### config.mk
export PLATFORM = sky130hd
export DESIGN_NAME = seq_add_64bit_flat
export DESIGN_NICKNAME = d
export VERILOG_FILES = /design/src/rtl/seq_add_64bit_if.sv /design/src/rtl/seq_add_64bit.sv /design/src/flat_wrapper.sv
export SDC_FILE = /design/constraint.sdc
export NUM_CORES = 1
export LEC_CHECK = 0
export CAP_MARGIN = 25
export CORE_MARGIN = 5
export CORE_UTILIZATION = 46
export DETAILED_ROUTE_END_ITERATION = 8
export PLACE_DENSITY = 0.86
export RECOVER_POWER = 50
export SYNTH_ARGS = -nofsm -noshare
export SYNTH_HDL_FRONTEND = slang
export SYNTH_SLANG_ARGS = --single-unit
### constraint.sdc
create_clock -name clk -period 4.2 [get_ports clk]
set_clock_uncertainty 0.05 [all_clocks]
set_input_delay 0.42 -clock clk [delete_from_list [all_inputs] [get_ports clk]]
set_output_delay 0.42 -clock clk [all_outputs]
set_load 0.05 [all_outputs]
### src/rtl/seq_add_64bit_if.sv
// Handshake and operand/result bundle for the word-serial wide adder.
// Ports (via modports):
//   master : drives start, a, b, cin; observes busy, done, sum, cout, ovf
//   slave  : the adder side, the mirror image of master
interface seq_add_64bit_if #(
  parameter int unsigned NWORDS = 4
);
  localparam int unsigned W = 16 * NWORDS;

  logic         start;
  logic [W-1:0] a;
  logic [W-1:0] b;
  logic         cin;
  logic         busy;
  logic         done;
  logic [W-1:0] sum;
  logic         cout;
  logic         ovf;

  modport master (
    output start, a, b, cin,
    input  busy, done, sum, cout, ovf
  );

  modport slave (
    input  start, a, b, cin,
    output busy, done, sum, cout, ovf
  );
endinterface

### src/rtl/seq_add_64bit.sv
// Word-serial wide adder: one 16-bit carry-select slice adder reused NWORDS
// times, least-significant slice first, carry chained through a register.
// Ports:
//   clk  : clock, rising edge
//   rst  : synchronous active-high reset
//   bus  : seq_add_64bit_if.slave (start/a/b/cin in, busy/done/sum/cout/ovf out)

// 16-bit carry-select adder: four 4-bit blocks, each precomputing both carry cases.
module csla_16bit (
  input  logic [15:0] a,
  input  logic [15:0] b,
  input  logic        cin,
  output logic [15:0] sum,
  output logic        cout
);
  localparam int unsigned BLK   = 4;
  localparam int unsigned NBLK  = 16 / BLK;

  logic [NBLK:0] c;
  assign c[0] = cin;

  for (genvar g = 0; g < NBLK; g++) begin : g_blk
    logic [BLK:0] r0;
    logic [BLK:0] r1;
    assign r0 = {1'b0, a[BLK*g +: BLK]} + {1'b0, b[BLK*g +: BLK]};
    assign r1 = r0 + (BLK+1)'(1);
    assign sum[BLK*g +: BLK] = c[g] ? r1[BLK-1:0] : r0[BLK-1:0];
    assign c[g+1]            = c[g] ? r1[BLK]     : r0[BLK];
  end

  assign cout = c[NBLK];
endmodule

module seq_add_64bit #(
  parameter int unsigned NWORDS = 4
) (
  input  logic           clk,
  input  logic           rst,
  seq_add_64bit_if.slave bus
);
  localparam int unsigned W  = 16 * NWORDS;
  localparam int unsigned KW = 4;

  typedef enum logic [1:0] {IDLE, ADD, DONE} state_t;

  state_t        state_q, state_d;
  logic          busy_q, busy_d;
  logic          done_q, done_d;
  logic [W-1:0]  a_q, b_q, sum_q;
  logic          carry_q, cout_q, ovf_q;
  logic [KW-1:0] k_q;

  logic [15:0]   a_sl_c, b_sl_c, s_sl_c;
  logic          co_sl_c;
  logic          last_c;

  assign last_c = (k_q == KW'(NWORDS - 1));

  // Select the operand slice addressed by k.
  always_comb begin
    a_sl_c = 16'h0;
    b_sl_c = 16'h0;
    for (int unsigned i = 0; i < NWORDS; i++) begin
      if (k_q == KW'(i)) begin
        a_sl_c = a_q[16*i +: 16];
        b_sl_c = b_q[16*i +: 16];
      end
    end
  end

  csla_16bit u_slice (
    .a    (a_sl_c),
    .b    (b_sl_c),
    .cin  (carry_q),
    .sum  (s_sl_c),
    .cout (co_sl_c)
  );

  // State register plus registered Moore flags.
  always_ff @(posedge clk) begin
    if (rst) begin
      state_q <= IDLE;
      busy_q  <= 1'b0;
      done_q  <= 1'b0;
    end else begin
      state_q <= state_d;
      busy_q  <= busy_d;
      done_q  <= done_d;
    end
  end

  // Next state; busy/done are decoded from the next state so they register cleanly.
  always_comb begin
    state_d = state_q;
    busy_d  = 1'b0;
    done_d  = 1'b0;
    case (state_q)
      IDLE:    if (bus.start) state_d = ADD;
      ADD:     if (last_c)    state_d = DONE;
      DONE:    state_d = IDLE;
      default: state_d = IDLE;
    endcase
    busy_d = (state_d != IDLE);
    done_d = (state_d == DONE);
  end

  // Operand capture and one slice per cycle while in ADD.
  always_ff @(posedge clk) begin
    if (rst) begin
      a_q     <= '0;
      b_q     <= '0;
      sum_q   <= '0;
      carry_q <= 1'b0;
      cout_q  <= 1'b0;
      ovf_q   <= 1'b0;
      k_q     <= '0;
    end else begin
      case (state_q)
        IDLE: begin
          if (bus.start) begin
            a_q     <= bus.a;
            b_q     <= bus.b;
            carry_q <= bus.cin;
            k_q     <= '0;
          end
        end
        ADD: begin
          for (int unsigned i = 0; i < NWORDS; i++) begin
            if (k_q == KW'(i)) sum_q[16*i +: 16] <= s_sl_c;
          end
          carry_q <= co_sl_c;
          k_q     <= k_q + KW'(1);
          if (last_c) begin
            cout_q <= co_sl_c;
            // Signed overflow: like-signed operands giving a result of the other sign.
            ovf_q  <= (a_q[W-1] == b_q[W-1]) && (s_sl_c[15] != a_q[W-1]);
          end
        end
        default: ;
      endcase
    end
  end

  assign bus.busy = busy_q;
  assign bus.done = done_q;
  assign bus.sum  = sum_q;
  assign bus.cout = cout_q;
  assign bus.ovf  = ovf_q;
endmodule

### src/flat_wrapper.sv
// flat-port wrapper written by rule: the top's interface ports become plain ports
module seq_add_64bit_flat 
#(
  parameter int unsigned NWORDS = 4
)
  (clk, rst, bus_start, bus_a, bus_b, bus_cin, bus_busy, bus_done, bus_sum, bus_cout, bus_ovf);
  seq_add_64bit_if #(.NWORDS(NWORDS)) bus_i ();
  input  logic clk;
  input  logic rst;
  input wire logic [$bits(bus_i.start)-1:0] bus_start;
  input wire logic [$bits(bus_i.a)-1:0] bus_a;
  input wire logic [$bits(bus_i.b)-1:0] bus_b;
  input wire logic [$bits(bus_i.cin)-1:0] bus_cin;
  output wire logic [$bits(bus_i.busy)-1:0] bus_busy;
  output wire logic [$bits(bus_i.done)-1:0] bus_done;
  output wire logic [$bits(bus_i.sum)-1:0] bus_sum;
  output wire logic [$bits(bus_i.cout)-1:0] bus_cout;
  output wire logic [$bits(bus_i.ovf)-1:0] bus_ovf;
  assign bus_i.start = bus_start;
  assign bus_i.a = bus_a;
  assign bus_i.b = bus_b;
  assign bus_i.cin = bus_cin;
  assign bus_busy = bus_i.busy;
  assign bus_done = bus_i.done;
  assign bus_sum = bus_i.sum;
  assign bus_cout = bus_i.cout;
  assign bus_ovf = bus_i.ovf;
  seq_add_64bit #(.NWORDS(NWORDS)) u_core (.clk(clk), .rst(rst), .bus(bus_i));
endmodule
## Word level (Yosys, flattened, before mapping)

Cells that the tools add are included.

- Add/sub/neg operators: 9
- Mux-type cells: 23
- Equality and inequality tests: 8
- Reduce and logical (&&, ||, !) cells: 11

Operators with widths:

| kind | count |
|---|---|
| two-way mux 16 bit | 8 |
| adder 4 x 4 -> 5 bit | 4 |
| adder 5 x 1 -> 5 bit (second input constant) | 4 |
| two-way mux 4 bit | 5 |
| AND reduction 2 bit | 6 |
| equality test 4 x 2 -> 1 bit (second input constant) | 2 |
| one-hot mux 4 bit (2 select lines) | 1 |
| two-way mux 1 bit | 5 |
| adder 4 x 1 -> 4 bit (second input constant) | 1 |
| equality test 4 x 1 -> 1 bit (second input constant) | 1 |
| logical NOT 4 bit | 1 |
| two-way mux 2 bit | 2 |
| one-hot mux 2 bit (2 select lines) | 1 |
| nonzero test 2 bit | 2 |
| equality test 2 x 1 -> 1 bit (second input constant) | 1 |
| equality test 2 bit (second input constant) | 1 |
| logical NOT 2 bit | 1 |
| inequality test 2 bit (second input constant) | 1 |
| one-hot mux 1 bit (2 select lines) | 1 |
| equality test 1 bit | 1 |
| logical AND 1 bit | 1 |
| inequality test 1 bit | 1 |

- Output and inout bits: 68
- Logic and storage cells: 64
- Input port bits: 132
- Bits in registers: 203

## Longest topological paths before layout

- Depth in word-level cells: 13
- Mapped depth: 21
- Depth with buffers taken out: 20

## Hierarchy

A second synthesis with hierarchy kept.

- Cell total of the unflattened synthesis: 1196
- Area total of the unflattened synthesis: 9400.3 µm²

Modules (own cells, without submodules):

| module | sequential area each (µm²) | times used | area an instance (µm²) | cells each |
|---|---|---|---|---|
| seq_add_64bit | 4063.9 | 1 | 8470.6 | 1094 |
| csla_16bit | 0.0 | 1 | 929.6 | 102 |

## Worst setup path before layout

No wires, ideal clock.

- Path type: register to register
- Start: register u_core.k_q[1]
- End: register u_core.ovf_q (netlist: u_core.bus.ovf)
- Arrival: 4.162 ns
- Slack: -0.103 ns
- Buffers on the path: 2
- Period minus slack after synthesis: 4.303 ns
- Cell stages (with the launch flop): 20
- Cells stage by stage: dfxtp_1 inv_1 ha_1 and2_1 clkbuf_1 clkbuf_1 a221o_1 o21ai_0 o21ai_0 ha_1 fa_1 ha_1 nand3_2 nor3_2 mux2i_1 mux2_4 a211oi_4 xor2_2 or2_1 a311oi_1

- Word-level cells in the longest chain between the ends: 13

RTL lines:

| item | line | RTL |
|---|---|---|
| from (decl) | seq_add_64bit.sv:51 | `logic [KW-1:0] k_q;` |
| from (signal assigned) | seq_add_64bit.sv:132 | `k_q <= k_q + KW'(1);` |
| logical NOT 4 bit | seq_add_64bit.sv:64 | `if (k_q == KW'(i)) begin` |
| two-way mux 16 bit (4 in a row) | seq_add_64bit.sv:64 |  |
| adder 4 x 4 -> 5 bit | seq_add_64bit.sv:25 | `assign r0 = {1'b0, a[BLK*g +: BLK]} + {1'b0, b[BLK*g +: BLK]};` |
| adder 5 x 1 -> 5 bit | seq_add_64bit.sv:26 | `assign r1 = r0 + (BLK+1)'(1);` |
| two-way mux 1 bit (3 in a row) | seq_add_64bit.sv:28 | `assign c[g+1] = c[g] ? r1[BLK] : r0[BLK];` |
| two-way mux 4 bit | seq_add_64bit.sv:27 | `assign sum[BLK*g +: BLK] = c[g] ? r1[BLK-1:0] : r0[BLK-1:0];` |
| inequality test 1 bit | seq_add_64bit.sv:136 | `ovf_q <= (a_q[W-1] == b_q[W-1]) && (s_sl_c[15] != a_q[W-1]);` |
| logical AND 1 bit | seq_add_64bit.sv:136 |  |
| to (signal assigned) | seq_add_64bit.sv:136 |  |
| to (decl) | seq_add_64bit.sv:50 | `logic carry_q, cout_q, ovf_q;` |

Parallel ways exist; a longest one is shown, timed or not.
A chain may end at the register's enable or synchronous reset.

## Worst setup path in the final report

- Start: register u_core.k_q[0]
- End: register u_core.ovf_q (netlist: u_core.bus.ovf)

Same word-level chain as after synthesis.

==> metrics.csv <==
stage;metric;value;unit
drt;drt_iter0_drc;806;
timing;hold_viol;0;
drt;post_drt_wl_per_cell;18.4;um
timing;hold_ws;0.0771;ns
synth;yosys_warnings;0;
clocking;cts_buffers;21;
timing;slew_violations;0;
critical_path;cp.arrival;4.83;ns
global_routing;grt_pass1_wl;43300;um
clocking;clk_pin_slew;0.07;ns
critical_path;r2r_end;u_core.bus.ovf;
drt;dr_total_vias;9040;
timing;slew_headroom;54.5;%
synth;synth-edff-count;0;
synth;syn-instance-count;1112;
die;die_y;149;um
die;core_region_area;18800;sq um
pwr;irDropWorstVdd;261;uV
layout;syn_to_final_growth;45.3;%
clocking;h-tree-depth;1;
critical_path;rr_startpoint;u_core.k_q[0];
critical_path;end_kind;flip-flop;
critical_path;start_kind;flip-flop;
global_routing;grt_max_degree;149;
layout;drive_gt1_share;15.6;%
clocking;cts_buffer_depth;3;
die;num_rows;50;
clocking;clk_latency;0.52;ns
clocking;cts_tree;built;
global_routing;antenna_found_initial;0;
run;drv_cap;0;
drt;postRouteAntennaNets;0;
synth;synthFlopType;dfxtp_1;
critical_path;worst_r2r_path_depth;19;
critical_path;startpoint;u_core.k_q[0];
placed_design;dp_worst_setup_slack;-0.240;ns
critical_path;critPathCapture;u_core.bus.ovf;
synth;yosysUniqueCellTypes;51;
placed_design;dp.final_hpwl;19200;um
placed_design;place_inst;1554;
timing;setup-violations-final;19;
global_routing;grt_pass1_vias;8533;
clocking;cts_root_buffer;clkbuf_16;
critical_path;cp_max_fo;8;
placed_design;numPortBuffers;199;
die;die_x;149;um
layout;final_nets;1502;
drt;totalWireLength;29700;um
synth;ys_seq_area_share;45.7;%
critical_path;crit_family;compound AO/OA/AOI/OAI gates;
timing;min_period_over_period;106;%
layout;layout.cells.non_filler;1617;
critical_path;crit_buf_inv;3;
synth;synth_seq_cells;203;
critical_path;cp_cell_sequence;inv_4 > ha_4 > nand2_4 > nor2_4 > buf_4 > a221o_1 > o21ai_2 > o21ai_1 > buf_4 > fa_2 > ha_4 > nand3_4 > nor3_4 > mux2i_1 > mux2_4 > a211oi_4 > xor2_2 > or2_1 > a311oi_2;
layout;antenna_cells;0;
synth;synth_area_per_cell;7.99;sq um
drt;drc;0;
critical_path;cpMaxStageDelayCell;fa_2;
critical_path;cp.required;4.57;ns
die;die-area;22200;sq um
pwr;cellLeakagePower;4.81;nW
timing;rsz0062_at_grt;yes;
drt;dr.pass1.iters;6;
clocking;numClockSinks;203;
pwr;power_density;394;nW/um^2
timing;tightest_slew;0.683;ns
synth;syn_nets;1272;
timing;fmax;0.224;GHz
run_status;status;finished, violations left;
synth;async_reset_ff_share;0;%
die;ioPinCount;200;
hold_path;hp-class;primary input to flip-flop;
synth;syn-cell-area;8880;sq um
global_routing;overflow;0;
die;floorplan.initialDensity;47.2;%
global_routing;grt_usage;24.0;%
critical_path;r2r_slack;-0.26;ns
drt;vias_per_cell;5.59;
critical_path;slowest_delay;0.62;ns
timing;worst_slack;-0.255;ns
run_status;violations;setup timing;
placed_design;gp_congestion;0.863;
critical_path;crit_type;flip-flop to flip-flop;
critical_path;worst-path-stages;19;
timing;final.min_clock_period;4.46;ns
==> registers in the layout, indices dropped and copies added, names as in the netlist <==
register         cells
u_core.a_q          64
u_core.b_q          64
u_core.bus.sum      64
u_core.k_q           4
u_core.state_q       2
u_core.bus.busy      1
u_core.bus.cout      1
u_core.bus.done      1
u_core.bus.ovf       1
u_core.carry_q       1
==> worst reg2reg max path, cell delays in order, from the launching register on <==
cell	delay [ns]
dfxtp_4	0.39
inv_4	0.06
ha_4	0.18
nand2_4	0.08
nor2_4	0.06
buf_4	0.16
a221o_1	0.30
o21ai_2	0.08
o21ai_1	0.09
buf_4	0.17
fa_2	0.63
ha_4	0.18
nand3_4	0.12
nor3_4	0.21
mux2i_1	0.27
mux2_4	0.37
a211oi_4	0.29
xor2_2	0.12
or2_1	0.27
a311oi_2	0.28
==> cells by family after synthesis <==
logic type / count (synthesis) / synth area share [%]
simple gates: 443 / 20.0
compound gates: 307 / 21.7
flops: 203 / 45.7
buf+inv: 96 / 4.15
fa+ha+maj: 28 / 4.28
xor+xnor: 23 / 2.52
mux: 12 / 1.61
==> placed cells by master, fill, tap and decap left out, drive strengths merged, types with 2 or more instances in the layout <==
master / count
or2: 2
xnor2: 13
a211oi: 55
xor2: 10
and3: 3
and2: 5
nand4: 6
nand3: 6
mux2i: 7
buf: 90
a221oi: 4
inv: 13
a21oi: 146
nand2b: 5
ha: 24
nor2b: 4
nor2: 95
clkdlybuf4s50: 197
nor3: 5
nand2: 309
dfxtp: 203
a221o: 28
mux2: 5
o21ai: 58
fa: 4
clkinv: 8
a21o: 6
clkbuf: 30
a22oi: 2
bufinv: 2
==> how the worst min path moves through the flow <==
stage	from	end	cells after the start
5_1_grt	rst	u_core.bus.sum[20]	2
2_1_floorplan	u_core.a_q[53]	u_core.a_q[53]	2
3_5_place_dp	u_core.a_q[45]	u_core.a_q[45]	2
3_3_place_gp	u_core.a_q[45]	u_core.a_q[45]	2
4_1_cts	u_core.a_q[45]	u_core.a_q[45]	2
6_report	rst	u_core.bus.sum[21]	2
==> synth_stat cells, drive strengths merged, types with 2 or more instances <==
master | n | share of area (%)
nand2 | 309 | 13
dfxtp | 203 | 46
a21oi | 146 | 8.3
nor2 | 95 | 4.0
clkbuf | 78 | 3.3
o21ai | 58 | 3.3
a211oi | 55 | 4.8
a221o | 28 | 3.2
ha | 24 | 3.4
xnor2 | 13 | 1.4
inv | 12 | 0.51
xor2 | 10 | 1.2
mux2i | 7 | 0.93
a21o | 6 | 0.52
buf | 6 | 0.34
nand3 | 6 | 0.39
nand4 | 6 | 0.42
and2 | 5 | 0.35
mux2 | 5 | 0.68
nand2b | 5 | 0.35
nor3 | 5 | 0.34
a221oi | 4 | 0.39
fa | 4 | 0.90
nor2b | 4 | 0.28
and3 | 3 | 0.27
a22oi | 2 | 0.17
or2 | 2 | 0.14
==> per-layer routing <==
metal  routed length (um)  track usage, %  up-vias
li1                     -               -     4250
met1                12100            30.8     4200
met2                14000            39.9      486
met3                 2200            3.89      104
met4                 1330            10.6        0
met5                    0               0        -
==> cell type report <==
class                      instances  area [sq um]
fill                            1359          5920
inverter                          12          50.0
clock buffer                      27           568
multi-input combinational        813          4860
tap                              260           325
timing repair buffer             291          2910
clock inverter                    11           120
sequential                       203          4070
==> where the power goes <==
| group | total [mW] | switching, mW | leakage (nW) | internal (mW) |
|---|---|---|---|---|
| Clock | 1.86 | 0.776 | 0.343 | 1.09 |
| Sequential | 2.09 | 0.0627 | 1.66 | 2.02 |
| Combinational | 1.13 | 0.632 | 2.81 | 0.498 |
==> timing repair <==
item / in CTS / in global routing
buffers inserted: 7 / 12
cloned: 1 / 2
pin swaps: 25 / 24
hold buffers: 0 / 0
setup endpoints to repair: 39 / 47
resized for setup: 43 / 51
==> stage by stage <==
step	TNS [ns]	area [sq um]	utilization (%)	total power, mW
detailed placement	-3.48	11500	61.0	3.09
floorplan	-0.0408	8960	-	2.66
global route	-4.27	12900	68.6	5.26
CTS	-0.0696	12400	65.9	4.98
finish	-2.15	12900	68.6	5.08
global placement	-0.0907	11500	60.9	3.06
(Power assumes the default switching activity.)
